===== src/rtl/dpi_pkg.sv =====
// Shared definitions for the dpi lane monitor.
//   LANE_DW / LANE_KW : data bits and K-bits carried by one lane.
//   rotl1             : 32-bit rotate left by one, the checksum step.
//   popcount          : number of set bits in a 32-bit word.
package dpi_pkg;

  localparam int LANE_DW = 32;
  localparam int LANE_KW = 4;

  function automatic logic [31:0] rotl1(input logic [31:0] v);
    return {v[30:0], v[31]};
  endfunction

  function automatic logic [31:0] popcount(input logic [31:0] v);
    logic [31:0] c;
    c = '0;
    for (int i = 0; i < 32; i++) begin
      c = c + 32'(v[i]);
    end
    return c;
  endfunction

endpackage


===== src/rtl/dpi_chan.sv =====
// One direction of the dpi lane monitor.
// Ports:
//   clk        : rising-edge clock
//   rst        : synchronous active-high reset, clears every output
//   dat/datk/datv : lane data, per-byte K flags and per-lane valid
//   cnt        : lane-words captured so far, saturates at WIDTH
//   kcnt       : K-bits seen in captured lanes, wraps mod 2^32
//   sum        : running checksum, rotl1(sum) ^ XOR(valid lane data)
//   full       : cnt == WIDTH
//   ovf        : sticky, a valid cycle was dropped for lack of room
// A cycle is captured whole or not at all: if the valid lanes do not all
// fit in the remaining capacity, the entire cycle is dropped.
module dpi_chan
  import dpi_pkg::*;
#(
  parameter int  LANS  = 4,
  parameter int  WIDTH = 279620,
  localparam int CW    = $clog2(WIDTH + 1)
) (
  input  logic                     clk,
  input  logic                     rst,
  input  logic [LANE_DW*LANS-1:0]  dat,
  input  logic [LANE_KW*LANS-1:0]  datk,
  input  logic [LANS-1:0]          datv,
  output logic [CW-1:0]            cnt,
  output logic [31:0]              kcnt,
  output logic [31:0]              sum,
  output logic                     full,
  output logic                     ovf
);

  localparam logic [CW-1:0] WIDTH_C = CW'(WIDTH);

  logic [CW-1:0] cnt_q, cnt_d;
  logic [31:0]   kcnt_q, kcnt_d;
  logic [31:0]   sum_q, sum_d;
  logic          full_q, full_d;
  logic          ovf_q, ovf_d;

  logic [31:0]   n;      // valid lanes this cycle
  logic [31:0]   kn;     // K-bits within valid lanes
  logic [31:0]   x;      // XOR of valid lane data
  logic [32:0]   total;  // count if this cycle were captured
  logic          fits;

  always_comb begin
    n  = '0;
    kn = '0;
    x  = '0;
    for (int i = 0; i < LANS; i++) begin
      if (datv[i]) begin
        n  = n + 32'd1;
        kn = kn + popcount(32'(datk[LANE_KW*i +: LANE_KW]));
        x  = x ^ dat[LANE_DW*i +: LANE_DW];
      end
    end
  end

  // Widened so cnt + n cannot wrap before the capacity compare.
  assign total = 33'(cnt_q) + 33'(n);
  assign fits  = (total <= 33'(WIDTH));

  always_comb begin
    cnt_d  = cnt_q;
    kcnt_d = kcnt_q;
    sum_d  = sum_q;
    ovf_d  = ovf_q;
    if (n != 32'd0) begin
      if (fits) begin
        cnt_d  = total[CW-1:0];
        kcnt_d = kcnt_q + kn;
        sum_d  = rotl1(sum_q) ^ x;
      end else begin
        ovf_d = 1'b1;
      end
    end
    // Registered alongside cnt so full always mirrors the registered count.
    full_d = (cnt_d == WIDTH_C);
  end

  always_ff @(posedge clk) begin
    if (rst) begin
      cnt_q  <= '0;
      kcnt_q <= '0;
      sum_q  <= '0;
      full_q <= 1'b0;
      ovf_q  <= 1'b0;
    end else begin
      cnt_q  <= cnt_d;
      kcnt_q <= kcnt_d;
      sum_q  <= sum_d;
      full_q <= full_d;
      ovf_q  <= ovf_d;
    end
  end

  assign cnt  = cnt_q;
  assign kcnt = kcnt_q;
  assign sum  = sum_q;
  assign full = full_q;
  assign ovf  = ovf_q;

endmodule


===== src/rtl/dpi.sv =====
// Passive two-direction lane monitor (rx and tx), a debug observer that
// never drives the link. Each direction is an independent dpi_chan.
// Ports:
//   clk, rst_n            : clock; rst_n is a synchronous ACTIVE-HIGH reset
//                           (name kept for system compatibility)
//   rdat/rdatk/rdatv      : rx lane data, K flags, valids
//   tdat/tdatk/tdatv      : tx lane data, K flags, valids
//   rcnt/rkcnt/rsum/rfull/rovf : rx capture statistics
//   tcnt/tkcnt/tsum/tfull/tovf : tx capture statistics
module dpi
  import dpi_pkg::*;
#(
  parameter int  LANS  = 4,
  parameter int  WIDTH = 279620,
  localparam int CW    = $clog2(WIDTH + 1)
) (
  input  logic                     clk,
  input  logic                     rst_n,
  input  logic [LANE_DW*LANS-1:0]  rdat,
  input  logic [LANE_KW*LANS-1:0]  rdatk,
  input  logic [LANS-1:0]          rdatv,
  input  logic [LANE_DW*LANS-1:0]  tdat,
  input  logic [LANE_KW*LANS-1:0]  tdatk,
  input  logic [LANS-1:0]          tdatv,
  output logic [CW-1:0]            rcnt,
  output logic [31:0]              rkcnt,
  output logic [31:0]              rsum,
  output logic                     rfull,
  output logic                     rovf,
  output logic [CW-1:0]            tcnt,
  output logic [31:0]              tkcnt,
  output logic [31:0]              tsum,
  output logic                     tfull,
  output logic                     tovf
);

  dpi_chan #(.LANS(LANS), .WIDTH(WIDTH)) u_rx (
    .clk(clk), .rst(rst_n),
    .dat(rdat), .datk(rdatk), .datv(rdatv),
    .cnt(rcnt), .kcnt(rkcnt), .sum(rsum), .full(rfull), .ovf(rovf)
  );

  dpi_chan #(.LANS(LANS), .WIDTH(WIDTH)) u_tx (
    .clk(clk), .rst(rst_n),
    .dat(tdat), .datk(tdatk), .datv(tdatv),
    .cnt(tcnt), .kcnt(tkcnt), .sum(tsum), .full(tfull), .ovf(tovf)
  );

endmodule


===== config.mk =====
export PLATFORM = sky130hd
export DESIGN_NAME = dpi
export DESIGN_NICKNAME = d
export VERILOG_FILES = /design/src/rtl/dpi_pkg.sv /design/src/rtl/dpi_chan.sv /design/src/rtl/dpi.sv
export SDC_FILE = /design/constraint.sdc
export NUM_CORES = 1
export LEC_CHECK = 0
export BUFFER_PORTS_ARGS = -buffer_cell sky130_fd_sc_hd__buf_2
export CELL_PAD_IN_SITES_DETAIL_PLACEMENT = 1
export CELL_PAD_IN_SITES_GLOBAL_PLACEMENT = 2
export CORE_MARGIN = 2
export CORE_UTILIZATION = 28
export DETAILED_ROUTE_END_ITERATION = 8
export PLACE_DENSITY_LB_ADDON = 0.1
export SLEW_MARGIN = 20
export SYNTH_ARGS = -nofsm -noshare
export SYNTH_HDL_FRONTEND = slang
export SYNTH_HIERARCHICAL = 1
export SYNTH_SLANG_ARGS = --single-unit

===== constraint.sdc =====
create_clock -name clk -period 8.1 [get_ports clk]
set_input_delay 1.62 -clock clk [delete_from_list [all_inputs] [get_ports clk]]
set_output_delay 1.62 -clock clk [all_outputs]
set_load 0.1 [all_outputs]

==> flow_summary.yaml, run 1 <==
placement:
  pre_cts_ws_ns: 0.0757
  place_hpwl_microns: 38900
  gp_congestion: 0.791
  portBuffers: 467
timing:
  fin_crit_sh_pct: 93.0
  worst_slack_ns: 0.565
  max_freq_mhz: 133
  rsz0062_at_grt: "no"
  worst_pin_slew_ns: 0.915
  period_minus_slack_ns: 7.53
  finalClockSkew_ns: 0.0102
  setup_viol: 0
  setup_tns_ns: 0
  hold_viol: 0
  slew_viol_final: 0
  max_slew_margin_pct: 39.0
yosys:
  synth_ff_type: "dfxtp_1"
  synth-warning-count: 6
  synth-xor-area-share_pct: 24.2
  synth_mux_area_share_pct: 4.90
  synth-simple-area-share_pct: 25.2
  ys_ff_latch: 170
  synth_edf_count: 0
  syn_area_sq_um: 13300
  yosysUniqueCellTypes: 85
  seq_area_frac_synth_pct: 25.5
  synth_area_per_cell_sq_um: 7.69
  synthCells: 1734
  synth-async-reset-ratio_pct: 0
  synth_compound_area_share_pct: 8.55
  synthAdderAreaFrac_pct: 6.98
  synth_top_family_by_area: "simple AND/OR/NAND/NOR gates"
cts:
  cts_setup_buffers: 0
  cts_hold_buf: 0
  clock-sinks: 170
  cts_resized: 0
  cts_made_buffers: 17
  clockBufferDepth: 2
  path_clk_slew_ns: 0.08
  clock_latency_ns: 0.48
  htree_levels: 4
  clock-root-buffer: "clkbuf_16"
  cts_tree: "built"
routing:
  wl_per_cell_microns: 17.7
  drc: 0
  ant_nets: 0
  drt_first_pass_iters: 4
  vias: 12900
  drt_iter0_drc: 466
  via_per_inst: 4.65
  drt-total-wl_microns: 49100
grt:
  grt_overflow_total: 0
  grt_pass1_wl_microns: 75300
  grt_max_degree: 91
  grt_use_total_pct: 19.5
  antenna_found_initial: 7
  grt_pass1_vias: 13300
worst_setup_path:
  required_ns: 8.43
  critPathKind: "in -> reg"
  crit_slowest_cell: "a21oi_1"
  cp_max_fo: 6
  crit_buf_inv: 4
  cp.arrival_ns: 7.87
  critPathLaunchType: "primary input"
  path_common_cell: "fa_1"
  critical-path-max-stage-delay_ns: 0.58
  cp-end-kind: "flip-flop"
  cp_top_family: "adder cells"
power_and_ir_drop:
  p_leak_uw: 0.00781
  power_uw: 4480
  ir_worst_vdd_mv: 0.160
  pwr_density_cell_nw_per_um2: 266
floorplanning:
  dieWidth_microns: 222
  start_util_pct: 28.5
  dieArea_sq_um: 49400
  io_pins: 468
  rows: 79
  fp.coreArea_sq_um: 46800
  die_h_microns: 222
status:
  status: "finished, final reports clean"
cells_and_area:
  syn_to_final_growth_pct: 26.1
  fin_nets: 2507
  nFillCells: 5841
  drive_gt1_share_pct: 26.2
hold_path:
  worstHoldPathType: "reg -> reg"
flow_run:
  cap_viol_max_count: 0
-- layout by cell type (no fill, tap or decap), drive strengths merged, types with 12 or more instances in the layout --
cell / count
a21o: 12
a21oi: 68
and3: 23
buf: 489
clkbuf: 19
dfxtp: 170
fa: 24
ha: 36
inv: 59
mux2i: 57
nand2: 406
nand3: 40
nand4: 16
nor2: 160
nor2b: 14
nor3: 21
nor4: 28
o21ai: 19
xnor2: 197
xor2: 171
-- routing by layer --
| metal | up-vias | share of wire [%] | GRT usage [%] |
|---|---|---|---|
| met3 | 31 | 5.6 | 5.13 |
| met1 | 6140 | 42 | 22.9 |
| met5 | - | 0.088 | 0 |
| met2 | 246 | 51 | 35.2 |
| met4 | 6 | 0.94 | 4.71 |
| li1 | 6480 | - | - |
-- cell families after synthesis --
kind of cell / after synthesis
xor gates and xnor gates: 368
DFF: 170
muxes: 64
AOI/OAI and AO/OA: 162
and+or+nand+nor: 759
other: 2
buffers and inverters: 149
adders and majority gates: 60
-- stage by stage --
stage | util, % | cells | area, sq um | hold slack [ns]
2_1_floorplan | - | 1736 | 13300 | 0.877
3_3_place_gp | 34.7 | 2737 | 16200 | 0.440
3_5_place_dp | 34.7 | 2737 | 16200 | 0.440
4_1_cts | 35.9 | 2769 | 16800 | 0.452
5_1_grt | 36.0 | 2771 | 16800 | 0.498
6_report | 36.0 | 2773 | 16800 | 0.452
-- worst paths after layout --
check	startpoint	endpoint	slack [ns]	cells past startpoint
max reg2reg	u_rx/cnt[0]$_SDFF_PP0_	u_rx/full$_SDFF_PP0_	3.76	14
max	tdatk[0]	u_tx/kcnt[24]$_SDFFE_PP0P_	0.57	27
min reg2reg	u_tx/ovf$_SDFFE_PP0P_	u_tx/ovf$_SDFFE_PP0P_	0.45	2
min	u_tx/ovf$_SDFFE_PP0P_	u_tx/ovf$_SDFFE_PP0P_	0.45	2
-- worst register-to-register path: cells and delay by family, from the launching register on --
family / cells / cell delay (ns)
compound gates: 6 / 1.78
fa+ha+maj: 2 / 0.62
buf+inv: 2 / 0.41
flops: 1 / 0.37
simple gates: 4 / 1.05
-- cell usage after synthesis (all sizes together), types with 36 or more instances --
library cell / number / share of area (%)
a21oi: 68 / 2.6
buf: 36 / 1.4
clkbuf: 59 / 1.7
dfxtp: 170 / 26
ha: 36 / 3.4
inv: 54 / 1.5
mux2i: 57 / 4.3
nand2: 406 / 11
nand3: 40 / 1.7
nor2: 160 / 4.5
xnor2: 197 / 13
xor2: 171 / 11
-- power by group --
group          internal, uW  leakage (uW)  switching [uW]
clock                   432      0.000277             404
sequential              980       0.00139             157
combinational           708       0.00614            1800
total                  2120       0.00781            2360
-- area by class of cell --
| cell class | instances | area [sq um] | area share (%) |
|---|---|---|---|
| timing repair buffer | 489 | 2520 | 15.0 |
| antenna | 4 | 10.0 | 0.0595 |
| inverter | 54 | 203 | 1.21 |
| multi-input combinational | 1417 | 9350 | 55.6 |
| clock buffer | 19 | 433 | 2.57 |
| tap | 607 | 759 | 4.52 |
| clock inverter | 13 | 139 | 0.826 |
| sequential | 170 | 3400 | 20.2 |
-- state kept, by name (all words and copies together) (netlist names) --
signal and count:
u_rx/cnt 19, u_rx/full 1, u_rx/kcnt 32, u_rx/ovf 1, u_rx/sum 32, u_tx/cnt 19
u_tx/full 1, u_tx/kcnt 32, u_tx/ovf 1, u_tx/sum 32
Note: power is estimated with default switching activity, not from simulation.
==> run 2, diff against run 1 <==
--- a/config.mk
+++ b/config.mk
@@ -8,7 +8,6 @@
 export BUFFER_PORTS_ARGS = -buffer_cell sky130_fd_sc_hd__buf_2
 export CELL_PAD_IN_SITES_DETAIL_PLACEMENT = 1
 export CELL_PAD_IN_SITES_GLOBAL_PLACEMENT = 2
-export CORE_MARGIN = 2
 export CORE_UTILIZATION = 28
 export DETAILED_ROUTE_END_ITERATION = 8
 export PLACE_DENSITY_LB_ADDON = 0.1
==> run 2 against run 1 <==
Net effect: clock skew grew 0.0041 ns; design area is essentially flat; largest cell class unchanged; worst hold slack is essentially flat; critical path depth grew 1; sequential power is essentially flat; flip-flop and latch count is the same; first-iteration DRC count shrank 2.8%; critical endpoint is now u_tx/kcnt[22]$_SDFFE_PP0P_; die area shrank 1.8%; non-clock buffer count shrank 4; combinational power is essentially flat; largest power group unchanged; power grew 0.82%; the flow now finishes with violations (design-rule violations); clock-buffer cell count is the same.
==> flow_summary.yaml, run 2 (synthesis gave the netlist of run 1 again) <==
grt:
  grt_max_degree: 95
  antenna_found_initial: 7
  grt_pass1_wl_microns: 73100
  grt_overflow_total: 0
  grt_pass1_vias: 13000
  grt_use_total_pct: 19.4
routing:
  via_per_inst: 4.68
  wl_met2_microns: 24700
  ant_nets: 0
  drt_first_pass_iters: 6
  route.met3.wl_microns: 2510
  drc: 24
  drt-total-wl_microns: 48700
  vias: 12900
  top_layer: "met5"
  wl_met1_microns: 21000
  wl_per_cell_microns: 17.6
  drt_iter0_drc: 453
worst_setup_path:
  crit_buf_inv: 4
  cp-end-kind: "flip-flop"
  required_ns: 8.39
  critPathKind: "in -> reg"
  cp.arrival_ns: 7.92
  rrSetupSlack_ns: 3.87
  cp_max_fo: 4
  critPathLaunchType: "primary input"
  cp_top_family: "adder cells"
  worstReg2RegEnd: "u_tx/kcnt[22]$_SDFFE_PP0P_"
  critical-path-max-stage-delay_ns: 0.66
  crit_slowest_cell: "nor4_1"
  reg2reg_from: "u_tx/cnt[0]$_SDFF_PP0_"
  path_common_cell: "fa_1"
  reg2reg_depth: 12
timing:
  worst_slack_ns: 0.473
  worst_pin_slew_ns: 0.894
  finalClockSkew_ns: 0.0143
  max_slew_margin_pct: 40.2
  setup_viol: 0
  period_minus_slack_ns: 7.63
  hold_ws_ns: 0.452
  rsz0062_at_grt: "no"
  slew_viol_final: 0
  hold_viol: 0
  max_freq_mhz: 131
  fin_crit_sh_pct: 94.2
cts:
  cts_made_buffers: 17
  cts_tree: "built"
  clockBufferDepth: 2
  clock_latency_ns: 0.45
  htree_levels: 4
  clock-root-buffer: "clkbuf_16"
  cts_hold_buf: 0
  clock-sinks: 170
  path_clk_slew_ns: 0.07
power_and_ir_drop:
  switchingPower_uw: 2340
  comb_power_share_pct: 55.4
  power_uw: 4520
  pwr_density_cell_nw_per_um2: 269
  ir_worst_vdd_mv: 0.139
  pwr-share-clk_pct: 19.3
  p_int_uw: 2180
  p_leak_uw: 0.00780
  swShare_pct: 51.8
  pwr-share-seq_pct: 25.3
cells_and_area:
  layout_commonest_cell: "buf_2"
  fin_nets: 2503
  final_cell_mix: "buf_2, nand2_1, xnor2_1, xor2_1, dfxtp_1"
  syn_to_final_growth_pct: 26.0
  fin_util_pct: 36.0
  design_area_sq_um: 16800
  drive_gt1_share_pct: 26.1
placement:
  placed_cell_area_sq_um: 16200
  gp_congestion: 0.818
  place_hpwl_microns: 38600
  pre_cts_ws_ns: -0.0848
  portBuffers: 467
floorplanning:
  dieWidth_microns: 220
  rows: 79
  io_pins: 468
  start_util_pct: 28.5
  fp.coreArea_sq_um: 46800
  dieArea_sq_um: 48500
  die_h_microns: 220
flow_run:
  cap_viol_max_count: 0
hold_path:
  worstHoldPathType: "reg -> reg"
  min_path_cells: 2
  whs_endpoint: "u_tx/ovf$_SDFFE_PP0P_"
  hold_path.startpoint: "u_tx/ovf$_SDFFE_PP0P_"
status:
  violations: "design-rule violations"
  status: "complete, but fails checks"
## run 2: cell count changes in the layout (fill, tap and decap cells not counted), sizes merged
| cell | before | now |
|---|---|---|
| inv | 59 | 56 |
| clkinvlp | 1 | 3 |
| buf | 489 | 485 |
| diode | 4 | 1 |
| clkinv | 6 | 5 |
| bufinv | 1 | 3 |
## run 2: repair_timing
action                     CTS  global route
buffers inserted             0             0
setup endpoints to repair    0             6
gates resized for setup      0             1
## run 2: per-layer routing
metal | track usage (%) | vias up
met4 | 3.79 | 10
met3 | 4.43 | 32
li1 | - | 6467
met2 | 34.2 | 257
met5 | 0 | -
met1 | 23.9 | 6178
## run 2: worst max path at each step
stage / from / end / slack, ns / cells after the start
2_1_floorplan: tdatk[0] / u_tx/kcnt[31]$_SDFFE_PP0P_ / 0.55 / 27
3_3_place_gp: rdatk[0] / u_rx/kcnt[25]$_SDFFE_PP0P_ / 0.008 / 27
3_5_place_dp: rdatk[0] / u_rx/kcnt[25]$_SDFFE_PP0P_ / -0.08 / 27
4_1_cts: rdatk[0] / u_rx/kcnt[9]$_SDFFE_PP0P_ / 0.37 / 27
5_1_grt: tdatk[0] / u_tx/kcnt[22]$_SDFFE_PP0P_ / 0.06 / 28
6_report: tdatk[0] / u_tx/kcnt[22]$_SDFFE_PP0P_ / 0.47 / 28
## run 2: layout make-up
cell class,instances,area (sq um)
inverter,54,203
timing repair buffer,485,2490
fill,5852,29900
antenna,1,2.50
clock buffer,19,433
clock inverter,13,169
multi-input combinational,1417,9350
sequential,170,3400
tap,607,759
## run 2: tightest hold or removal path, cell delays in order, from the launching register on
cell	delay [ns]
dfxtp_1	0.31
inv_1	0.05
a21oi_1	0.05
## run 2: through the flow
step,std cells,TNS (ns)
after floorplan,1736,0
after global placement,2733,0
after detailed placement,2733,-0.477
after CTS,2765,0
after global routing,2765,0
final,2766,0
## run 2: power groups by stage
stage | combinational [uW] | clock, uW | sequential (uW)
detailed placement | 2520 | 0 | 1160
CTS | 2530 | 905 | 1150
finish | 2500 | 871 | 1140
floorplan | 1020 | 0 | 2120
global placement | 2490 | 0 | 1160
global route | 2680 | 933 | 1170
